===== src/rtl/pipe_stage_skid.sv =====
// pipe_stage_skid
//   Pipeline stage register with a valid/ready handshake. It has an optional
//   second (skid) entry so that in_ready can come straight from a register.
//   It also has a synchronous flush and optional zeroing of bubbles.
//
//   State  | meaning
//   EMPTY  | nothing held, out_valid=0
//   ONE    | main entry valid, skid entry empty
//   FULL   | main and skid entries valid, in_ready=0 (SKID=1 only)
//
// Parameters
//   DATA_W      payload width
//   SKID        1: 2 entries, in_ready registered; 0: 1 entry, combinational in_ready
//   BUBBLE_ZERO 1: freed main entry is zeroed so out_data=0 whenever out_valid=0
// Ports
//   clk, reset           rising-edge clock, synchronous active-high reset
//   in_valid/in_ready    upstream handshake, in_data payload
//   flush                synchronous kill of all held entries
//   out_valid/out_ready  downstream handshake, out_data payload
//   occupancy            number of held entries (0..2)
module pipe_stage_skid #(
  parameter int DATA_W      = 101,
  parameter int SKID        = 1,
  parameter int BUBBLE_ZERO = 1
) (
  input  logic              clk,
  input  logic              reset,
  input  logic              in_valid,
  output logic              in_ready,
  input  logic [DATA_W-1:0] in_data,
  input  logic              flush,
  output logic              out_valid,
  input  logic              out_ready,
  output logic [DATA_W-1:0] out_data,
  output logic [1:0]        occupancy
);

  typedef enum logic [1:0] {
    EMPTY = 2'd0,
    ONE   = 2'd1,
    FULL  = 2'd2
  } state_t;

  state_t            state, state_nxt;
  logic [DATA_W-1:0] main_data, main_nxt;
  logic [DATA_W-1:0] skid_data, skid_nxt;
  logic              in_fire, out_fire;

  assign out_valid = (state != EMPTY);
  assign out_data  = main_data;
  assign occupancy = state;

  // With a skid entry, in_ready depends only on registered state. Without one,
  // a draining downstream lets a new word in during the same cycle.
  assign in_ready = (SKID != 0) ? (state != FULL) : (~out_valid | out_ready);

  assign in_fire  = in_valid & in_ready;
  assign out_fire = out_valid & out_ready;

  always_comb begin
    state_nxt = state;
    main_nxt  = main_data;
    skid_nxt  = skid_data;
    if (flush) begin
      // A word accepted in this cycle is dropped. A word delivered in this
      // cycle has already left.
      state_nxt = EMPTY;
      skid_nxt  = '0;
      if (BUBBLE_ZERO != 0) main_nxt = '0;
    end else begin
      case (state)
        EMPTY: begin
          if (in_fire) begin
            state_nxt = ONE;
            main_nxt  = in_data;
          end
        end
        ONE: begin
          if (in_fire && out_fire) begin
            main_nxt = in_data;
          end else if (in_fire && (SKID != 0)) begin
            state_nxt = FULL;
            skid_nxt  = in_data;
          end else if (out_fire) begin
            state_nxt = EMPTY;
            if (BUBBLE_ZERO != 0) main_nxt = '0;
          end
        end
        FULL: begin
          // The skid word is younger, so it moves up only after main leaves.
          if (out_fire) begin
            state_nxt = ONE;
            main_nxt  = skid_data;
            skid_nxt  = '0;
          end
        end
        default: begin
          state_nxt = EMPTY;
          main_nxt  = '0;
          skid_nxt  = '0;
        end
      endcase
    end
  end

  always_ff @(posedge clk) begin
    if (reset) begin
      state     <= EMPTY;
      main_data <= '0;
      skid_data <= '0;
    end else begin
      state     <= state_nxt;
      main_data <= main_nxt;
      skid_data <= skid_nxt;
    end
  end

endmodule


===== config.mk =====
export PLATFORM = sky130hd
export DESIGN_NAME = pipe_stage_skid
export DESIGN_NICKNAME = d
export VERILOG_FILES = /design/src/rtl/pipe_stage_skid.sv
export SDC_FILE = /design/constraint.sdc
export NUM_CORES = 1
export LEC_CHECK = 0
export CAP_MARGIN = 30
export CORE_AREA = 2 2 132 134
export DETAILED_ROUTE_END_ITERATION = 10
export DIE_AREA = 0 0 134 136
export PLACE_DENSITY = 0.84
export SETUP_SLACK_MARGIN = 0.5
export SLEW_MARGIN = 10
export SYNTH_ARGS = -nofsm -noshare
export SYNTH_HDL_FRONTEND = slang
export SYNTH_SLANG_ARGS = --single-unit

===== constraint.sdc =====
create_clock -name clk -period 2.1 [get_ports clk]
set_input_delay 0.315 -clock clk [delete_from_list [all_inputs] [get_ports clk]]
set_output_delay 0.315 -clock clk [all_outputs]
set_load 0.02 [all_outputs]

# [Word level (Yosys, flattened, before mapping)]
# Cells that the tools add are included.
[word_totals] reg_bits=204 input_bits=106
[op_classes] eq_ne=10 muxes=14 bitwise_logic=3 reduce_logical=7
[op_table] op="$mux 101" n=6
[op_table] op="$pmux 101 s3" n=2
[op_table] op="$reduce_and 4->1" n=3
[op_table] op="$mux 2" n=5
[op_table] op="$ne 2x2->1 const B" n=5
[op_table] op="$ne 3x3->1 const B" n=3
[op_table] op="$pmux 2 s3" n=1
[op_table] op="$and 1x1->1" n=2
[op_table] op="$eq 2x1->1 const B" n=1
[op_table] op="$eq 2x2->1 const B" n=1
[op_table] op="$logic_not 2->1" n=1
[op_table] op="$reduce_bool 2->1" n=1
[op_table] op="$reduce_or 2->1" n=1
[op_table] op="$logic_and 1x1->1" n=1
[op_table] op="$not 1->1" n=1

# [Depth between registers and ports, before layout]
[depth] word_depth=6 mapped_depth=6

# [Least setup slack after synthesis]
# Ideal clock, no wire load.
[synth_path] path_kind="register to register" start="register state[0], in the netlist occupancy[0]" end="register main_data[0], in the netlist out_data[0]" setup_time_ns=0.059 arrival_time_ns=1.513 required_time_ns=2.041 path_slack_ns=0.528 stages_incl_launch_ff=6 n_path_buf=2 period_less_slack_ns=1.572 cell_sequence="dfxtp_1 > mux2_2 > o22ai_4 > buf_12 > buf_8 > a221o_1"
[synth_between] elab_chain_cells=5
[synth_rtl] item="start: declaration" line="44" rtl="state_t state, state_nxt;"
[synth_rtl] item="start signal: assignment" line="112" rtl="state <= state_nxt;"
[synth_rtl] item="$ne 2x2->1 or $reduce_bool 2->1 (tied branches)" line="55, 49"
[synth_rtl] item="$and 1x1->1, on equally long branches" line="57, 58"
[synth_rtl] item="$logic_and 1x1->1" line="79" rtl="if (in_fire && out_fire) begin"
[synth_rtl] item="$ne 3x3->1 (no line) or $mux 101 (tied branches)"
[synth_rtl] item="$reduce_and 4->1 (no line) or $pmux 101 s3 (tied branches)"
[synth_rtl] item="end signal: assignment" line="113" rtl="main_data <= main_nxt;"
[synth_rtl] item="end: declaration" line="45" rtl="logic [DATA_W-1:0] main_data, main_nxt;"
# Several ways; a longest one is shown, not always the timed one.
# A chain may end at the register's enable or synchronous reset.

# [Worst setup path in the final report]
[layout_path] start="register state[0], in the netlist occupancy[0]" end="register main_data[57], in the netlist out_data[57]"
# Same word-level chain as after synthesis.

==> results.yml <==
grt:
  grt_pass1_wl_mm: 43.9
  track_usage_pct: 29.2
  grt_max_degree: 102
  grt_pass1_vias: 8361
  antenna_found_initial: 0
  grt_overflow_total: 0
finish:
  instances_no_fill: 1465
  utilization_pct: 74.4
  areaGrowthSynthToFinish_pct: 41.5
  n_antenna_cell: 0
  nFillCells: 1170
  drive_gt1_share_pct: 10.5
  nNetsFinal: 1333
  design_area_mm2: 0.0126
timing:
  fin_ws_ps: 418
  whs_ps: 342
  slew_viol_final: 0
  setup_viol: 0
  finClkSkew_ps: 12.3
  fin_setup_tns_ps: 0
  layout_min_cycle_time_ps: 1680
  rsz0062_at_grt: "true"
  finalCritPeriodShare_pct: 80.1
  final_hold_viol_count: 0
  max_freq_mhz: 595
  slew_headroom_pct: 58.1
  tightest_slew_ps: 628
synth:
  synth_ff_type: "dfxtp_1"
  ys_seq_area_share_pct: 46.0
  async_flop_share_pct: 0
  synthCells: 1042
  ys_warn_count: 0
  ys_seq_elements: 204
  synth_enable_flop_cells: 0
  syn_area_mm2: 0.00887
  syn_area_per_cell_um2: 8.52
  synth_fp_nets: 1148
  synth_cell_types: 26
power:
  power_leakage_nw: 4.50
  pwr-share-comb_pct: 11.3
  seq_power_share_pct: 43.0
  p_int_mw: 7.11
  irDropWorstVdd_mv: 0.547
  pwr-share-clk_pct: 45.8
  power_density_mw_per_mm2: 744
  p_sw_share_pct: 23.9
  p_total_mw: 9.34
  power_switching_mw: 2.23
die:
  dieArea_mm2: 0.0182
  core_area_mm2: 0.0169
  start_util_pct: 52.6
  fp.dieW_um: 134
  pin_count: 211
  die_h_um: 136
  floorplan.rows: 48
routing:
  drcViolationCount: 0
  vias_per_cell: 6.39
  drt-initial-drc-count: 1271
  via_count: 9367
  wire_per_inst_um: 21.0
  antenna_left: 0
  dr.pass1.iters: 5
  wirelength_mm: 30.8
cts:
  cts_hold_buf: 0
  cts_tree: "yes"
  path_clk_slew_ps: 70
  insertion_delay_ps: 500
  cts_root_buf: "clkbuf_16"
  clock-sinks: 204
  htree_levels: 1
  clock_path_buffers: 3
  cts_made_buffers: 21
setup_path:
  critPathKind: "flop to flop"
  cp_max_fo: 33
  cp_data_arrival_time_ps: 2060
  cp_data_required_time_ps: 2470
  worst_setup_path_end_kind: "flop"
  startpoint_type: "flop"
placement:
  place_area_mm2: 0.0111
  io_buffers: 210
  placed_cells: 1388
  place.gp.congestion: 0.795
  place_ws_ps: 116
  detailed_place_hpwl_mm: 15.3
min_path:
  hold_class: "primary input to flop"
run:
  max-cap-violations: 0
run_status:
  status: "completed"
[state kept, by name, summed over array words and instances, names as in the netlist]
signal	flops
out_data	101
skid_data	101
occupancy	2
[placed cells by master (no fill, tap or decap), drive strengths merged]
cell           synthesis  layout
clkdlybuf4s50          0     104
dfxtp                204     204
mux2i                  1       1
or2                    2       2
inv                    0       1
a221o                101     101
dlygate4sd2            0     101
bufinv                 0       6
or3                    2       2
o32ai                  1       1
o22ai                  1       1
bufbuf                 0       2
clkbuf                47      36
nor3                 101     101
nand2                304     304
buf                   66      58
nand3b               101     101
a21oi                  2       2
mux2                   1       1
nor2b                  2       2
nor2                   1       1
clkinv                 0       3
nor4bb                 1       1
a31oi                101     101
nand2b                 2       2
nor3b                  1       1
[power groups by stage]
stage	Clock, mW	Combinational, mW	Sequential [mW]
4_1_cts	4.26	0.964	4.01
3_5_place_dp	0	0.944	4.10
6_report	4.27	1.05	4.01
3_3_place_gp	0	0.935	4.10
5_1_grt	4.44	1.09	4.02
2_1_floorplan	0	0.370	4.17
[per-layer routing]
layer	vias up	GRT usage [%]	routed length [um]
li1	4158	-	-
met1	4465	41.0	12600
met3	80	5.44	3390
met2	664	45.9	14000
met5	-	0	0
met4	0	8.45	753
[area by class of cell]
type                    instances  area [um^2]  share of cell area (%)
multi-input cells             725         4370                    34.8
clock inverters                10          204                    1.62
flip-flops and latches        204         4090                    32.6
clock buffers                  26          574                    4.57
repair buffers                275         3040                    24.2
well taps                     225          282                    2.24
[worst paths after layout]
kind              slack (ps)    startpoint           end  depth (start not counted)
hold / removal           340     out_ready  occupancy[0]                          3
setup / recovery         420  occupancy[0]  out_data[57]                          6
hold reg to reg          480  out_data[14]  out_data[14]                          1
setup reg to reg         420  occupancy[0]  out_data[57]                          6
[logic make-up (layout without fill, tap and decap cells)]
family | count (synthesis) | count (layout) | synth area share (%)
multiplexers | 2 | 2 | 0.240
AND/OR/NAND/NOR | 517 | 517 | 28.0
AO/OA/AOI/OAI | 206 | 206 | 18.9
buffers and inverters | 113 | 311 | 6.78
flip-flops | 204 | 204 | 46.0
[worst max-delay path, cell delays in order (launching register included)]
cell and delay (ps):
dfxtp_4 390, nand2b_4 150, buf_12 110, buf_4 100, buf_4 360, nor3_1 140, a221o_1 300
[synth_stat cells (2+ instances only)]
library cell	n	area share [%]
dfxtp_1	204	46
a221o_1	101	11
nand2b_1	2	0.14
nor3_1	101	5.7
a21oi_1	2	0.11
nand3b_1	101	8.5
nand2_1	304	13
buf_8	9	1.5
buf_1	10	0.42
clkbuf_1	47	2.0
buf_2	45	2.5
a31oi_1	101	7.1
nor2b_1	2	0.14
[repair_timing]
item                                    in CTS  in global routing
pin swaps                                    4                 17
resized for setup                          130                 40
cloned                                       6                 13
buffers inserted                            18                  4
endpoints found under the setup margin     268                140
(Power assumes the default switching activity.)
